$ cat src/rtl/fetch_stage_pkg.sv
// Shared CPU constants: instruction width, the decoder's NOP word and the
// fetch state encoding.
package fetch_stage_pkg;

    localparam int INSTR_W = 16;
    localparam logic [INSTR_W-1:0] NOP = 16'b0000000000100000;

    localparam logic [1:0] ST_REQ  = 2'd0;
    localparam logic [1:0] ST_WAIT = 2'd1;
    localparam logic [1:0] ST_HOLD = 2'd2;

endpackage

$ cat src/rtl/fetch_stage_if.sv
// Instruction memory read port: one request at a time, response some cycles later.
interface fetch_stage_if #(
    parameter int ADDR_W = 16
);
    import fetch_stage_pkg::*;

    logic               mem_req;
    logic [ADDR_W-1:0]  mem_addr;
    logic [INSTR_W-1:0] mem_rdata;
    logic               mem_rvalid;

    modport master (output mem_req, mem_addr, input mem_rdata, mem_rvalid);
    modport slave  (input mem_req, mem_addr, output mem_rdata, mem_rvalid);

endinterface

$ cat src/rtl/fetch_stage.sv
// Instruction fetch: PC, single-outstanding-read FSM and the instruction
// register presented to the decoder.
module fetch_stage
    import fetch_stage_pkg::*;
#(
    parameter int                ADDR_W   = 16,
    parameter logic [ADDR_W-1:0] RESET_PC = 16'h0000
) (
    input  logic                clock,
    input  logic                reset,
    input  logic                stall,
    input  logic                redirect_valid,
    input  logic [ADDR_W-1:0]   redirect_addr,
    fetch_stage_if.master       mem,
    output logic [INSTR_W-1:0]  instr,
    output logic                instr_valid,
    output logic [ADDR_W-1:0]   instr_pc
);

    logic [1:0]        state;
    logic [ADDR_W-1:0] pc;
    logic              drop;

    // Request path depends only on state, pc and redirect; a redirect in REQ
    // suppresses the request so the stale pc never reaches memory.
    always_comb begin
        mem.mem_req  = (state == ST_REQ) && !redirect_valid;
        mem.mem_addr = pc;
    end

    always_ff @(posedge clock or posedge reset) begin
        if (reset) begin
            state       <= ST_REQ;
            pc          <= RESET_PC;
            drop        <= 1'b0;
            instr       <= NOP;
            instr_valid <= 1'b0;
            instr_pc    <= '0;
        end else begin
            case (state)
                ST_REQ: begin
                    if (redirect_valid) pc <= redirect_addr;
                    else                state <= ST_WAIT;
                end
                ST_WAIT: begin
                    if (mem.mem_rvalid && drop) begin
                        drop  <= 1'b0;
                        state <= ST_REQ;
                        if (redirect_valid) pc <= redirect_addr;
                    end else if (mem.mem_rvalid && redirect_valid) begin
                        pc    <= redirect_addr;
                        state <= ST_REQ;
                    end else if (mem.mem_rvalid) begin
                        instr       <= mem.mem_rdata;
                        instr_valid <= 1'b1;
                        instr_pc    <= pc;
                        pc          <= pc + 1'b1;
                        state       <= ST_HOLD;
                    end else if (redirect_valid) begin
                        // Read still in flight: remember to discard its data.
                        pc   <= redirect_addr;
                        drop <= 1'b1;
                    end
                end
                ST_HOLD: begin
                    if (redirect_valid) begin
                        instr       <= NOP;
                        instr_valid <= 1'b0;
                        pc          <= redirect_addr;
                        state       <= ST_REQ;
                    end else if (!stall) begin
                        instr       <= NOP;
                        instr_valid <= 1'b0;
                        state       <= ST_REQ;
                    end
                end
                default: state <= ST_REQ;
            endcase
        end
    end

endmodule

$ cat src/flat_wrapper.sv
// flat-port wrapper written by rule: the top's interface ports become plain ports
module fetch_stage_flat import fetch_stage_pkg::*;
#(
    parameter int                ADDR_W   = 16,
    parameter logic [ADDR_W-1:0] RESET_PC = 16'h0000
)
  (clock, reset, stall, redirect_valid, redirect_addr, instr, instr_valid, instr_pc, mem_mem_req, mem_mem_addr, mem_mem_rdata, mem_mem_rvalid);
  fetch_stage_if #(.ADDR_W(ADDR_W)) mem_i ();
  input  logic clock;
  input  logic reset;
  input  logic stall;
  input  logic redirect_valid;
  input  logic [ADDR_W-1:0] redirect_addr;
  output logic [INSTR_W-1:0] instr;
  output logic instr_valid;
  output logic [ADDR_W-1:0] instr_pc;
  output wire logic [$bits(mem_i.mem_req)-1:0] mem_mem_req;
  output wire logic [$bits(mem_i.mem_addr)-1:0] mem_mem_addr;
  input wire logic [$bits(mem_i.mem_rdata)-1:0] mem_mem_rdata;
  input wire logic [$bits(mem_i.mem_rvalid)-1:0] mem_mem_rvalid;
  assign mem_mem_req = mem_i.mem_req;
  assign mem_mem_addr = mem_i.mem_addr;
  assign mem_i.mem_rdata = mem_mem_rdata;
  assign mem_i.mem_rvalid = mem_mem_rvalid;
  fetch_stage #(.ADDR_W(ADDR_W), .RESET_PC(RESET_PC)) u_core (.clock(clock), .reset(reset), .stall(stall), .redirect_valid(redirect_valid), .redirect_addr(redirect_addr), .mem(mem_i), .instr(instr), .instr_valid(instr_valid), .instr_pc(instr_pc));
endmodule
$ cat config.mk
export PLATFORM = sky130hd
export DESIGN_NAME = fetch_stage_flat
export DESIGN_NICKNAME = d
export VERILOG_FILES = /design/src/rtl/fetch_stage_pkg.sv /design/src/rtl/fetch_stage_if.sv /design/src/rtl/fetch_stage.sv /design/src/flat_wrapper.sv
export SDC_FILE = /design/constraint.sdc
export NUM_CORES = 1
export LEC_CHECK = 0
export CORE_MARGIN = 2
export CORE_UTILIZATION = 49
export DETAILED_ROUTE_END_ITERATION = 12
export GPL_ROUTABILITY_DRIVEN = 0
export PLACE_DENSITY = 0.85
export SLEW_MARGIN = 5
export SYNTH_ARGS = -nofsm -noshare
export SYNTH_HDL_FRONTEND = slang
export SYNTH_SLANG_ARGS = --single-unit
$ cat constraint.sdc
create_clock -name clock -period 2.8 [get_ports clock]
set_input_delay 0.28 -clock clock [delete_from_list [all_inputs] [get_ports clock]]
set_output_delay 0.28 -clock clock [all_outputs]
set_load 0.02 [all_outputs]
==> out/results.ini <==
[outcome]
outcome = complete, no violations

[clocking]
cts_hold_buf = 0
root_buffer = clkbuf_8
clkTransAtPathRegs_ns = 0.10
clock_latency_ns = 0.31
numCtsBuffers = 5
clock-sinks = 52
post_cts_buffers = 0
h-tree-depth = 2
cts_resized = 0
cts_buffer_depth = 2
cts_tree = yes

[synthesis]
synth_seq_cells = 52
ys_seq_area_share_pct = 50.0
synthArstFlopShare_pct = 100
syn_area_um2 = 2600
avgSynthCellArea_um2 = 9.26
syn-num-nets = 319
yosysUniqueCellTypes = 54
synth_edf_count = 0
yosys_warnings = 0
syn_inst = 281
ys.flop_type = dfrtp_1

[pwr]
p_clk_share_pct = 12.2
sequentialPowerShare_pct = 39.5
share_comb_of_total_power_pct = 48.2
netSwitchingFraction_pct = 40.6
power.density_nw_per_um2 = 961
p_int_mw = 2.06
p_sw_mw = 1.41
ir_worst_vdd_v = 0.000415
p_leak_nw = 1.56

[worst_setup_path]
worstPathRequired_ns = 3.04
setup.worst_path.start = u_core.state[0]
critPathKind = flop to flop
cp_slowest_stage_delay_ns = 0.62
rr_endpoint = u_core.instr[3]
worst-path-max-fanout = 17
reg2reg_from = u_core.state[0]
r2r_setup_slack_ns = 0.63
end_kind = flop
start_kind = flop
worst_ep_arrival_time_ns = 2.41
rr_worst_depth = 4
critPathSlowestCell = a21oi_2
cp_cell_sequence = nand2_1, and3_1, a21oi_2, a22o_1

[grt]
grtUsageTotal_pct = 25.1
grt_remaining_overflow = 0
grt_pass1_wl_mm = 11.7
antenna_found_initial = 0
grt_pass1_vias = 2277
grt_max_degree = 22

[floorplan]
io_pins = 87
die_area_um2 = 5910
die_h_um = 76.9
rows = 26
die_width_um = 76.9
initial_utilization_pct = 51.0
core_area_um2 = 5110

[sta]
finalClockSkew_ns = 0.00861
setup_slack_ns = 0.628
final_max_slew_viol_count = 0
period_share_pct = 77.6
fin_crit_ns = 2.17
finalSetupTns_ns = 0
max_freq_ghz = 0.460
slew_headroom_pct = 44.5
tightest_slew_ns = 0.832
grt_setup_unrepaired = false
setup_viol = 0
hold_viol = 0

[drt]
vias = 2520
vias_per_cell = 5.83
wl_per_cell_um = 16.7
post-route-drc-count = 0
routed_wl_mm = 7.21
drt_pass1_iterations = 4
drt_iter0_markers = 216
detail-route-antenna-nets = 0

[flow_run]
drv_cap = 0

[worst_hold_path]
hold_path_class = input port to asynchronous set/reset pin

[finish]
syn2layout_area_growth_pct = 38.6
antenna_cells = 0
drive_gt1_share_pct = 6.91
layout_common_cells = 86 x clkdlybuf4s50_1, 65 x nand2_1, 51 x dfrtp_1
nNetsFinal = 399
final_common_cell = clkdlybuf4s50_1

[placement]
hpwl_mm = 5.35
pre_cts_ws_ns = 0.406
io_buffer_count = 86

==> how the worst max path moves through the flow <==
| stage | end | slack [ns] | depth (start not counted) |
|---|---|---|---|
| after detailed placement | u_core.instr[3] | 0.41 | 5 |
| final | u_core.instr[3] | 0.63 | 4 |
| after global placement | u_core.instr[9] | 0.54 | 5 |
| after floorplan | u_core.mem.mem_addr[15] | 1.03 | 5 |
| after global routing | u_core.instr[8] | 0.47 | 4 |
| after CTS | u_core.instr[3] | 0.64 | 4 |
==> area by class of cell <==
type / count / area [µm²]
clock inverters: 2 / 16.3
clock buffers: 6 / 72.6
inverters: 5 / 18.8
well taps: 70 / 87.6
fillers: 396 / 1500
flip-flops and latches: 52 / 1300
multi-input cells: 203 / 1190
repair buffers: 94 / 921
==> Yosys cell counts, drive strengths merged (2+ instances only) <==
master	instances	area share (%)
a21boi	2	0.58
and4	2	0.72
clkbuf	10	1.4
a21o	4	1.2
xor2	2	0.67
nand2	65	9.4
a22o	15	5.0
a221o	2	0.77
inv	5	0.72
and3	2	0.48
o221ai	2	0.67
a31oi	4	0.96
nor2	8	1.2
nor3	8	1.5
o22ai	2	0.48
and2	3	0.72
nand3b	3	0.87
a32oi	2	0.67
o21ai	13	2.5
mux2i	3	1.2
nand4	6	1.7
dfrtp	51	49
buf	11	2.1
nor4	3	0.72
a22oi	3	0.87
nand3	13	2.7
o211ai	4	1.2
a21oi	12	2.5
nor2b	3	0.82
==> per-layer routing <==
metal,vias to the layer above,global-route usage (%),routed length (µm)
li1,1174,-,-
met1,1210,36.1,3210
met2,128,39.3,3380
met3,8,3.76,521
met4,0,7.64,98
met5,-,0,0
==> critical path, delay by kind of cell, from the launching register on <==
family / cells / cell delay (ns)
flops: 1 / 0.57
simple gates: 2 / 0.68
compound gates: 2 / 0.86
==> flip-flops by register name, summed over array words and instances (netlist names) <==
name / cells
u_core.instr: 16
u_core.instr_pc: 16
u_core.mem.mem_addr: 16
u_core.state: 2
u_core.drop: 1
u_core.instr_valid: 1
==> power by group through the flow <==
stage | sequential, mW | clock [mW] | combinational [mW]
2_1_floorplan | 1.63 | 0 | 0.596
3_3_place_gp | 1.37 | 0 | 1.63
3_5_place_dp | 1.38 | 0 | 1.68
4_1_cts | 1.37 | 0.433 | 1.68
5_1_grt | 1.42 | 0.457 | 1.79
6_report | 1.37 | 0.424 | 1.67
==> metrics by stage <==
step	instances	utilization, %	hold WS (ns)	instance area [µm²]	power, mW
finish	432	70.6	0.245	3610	3.47
global route	432	70.6	0.281	3610	3.66
CTS	432	70.6	0.258	3610	3.48
detailed placement	424	68.9	0.462	3520	3.06
global placement	424	68.9	0.448	3520	3.00
floorplan	281	-	0.410	2600	2.23
==> cell families after synthesis <==
family | Yosys count | share of synthesized area (%)
DFF | 52 | 50.0
adders and majority gates | 1 | 0.481
xor gates and xnor gates | 2 | 0.673
AOI/OAI and AO/OA | 72 | 19.7
and+or+nand+nor | 124 | 23.2
buffers and inverters | 26 | 4.28
muxes | 4 | 1.59
No activity file was read; power rests on OpenSTA's default activity.
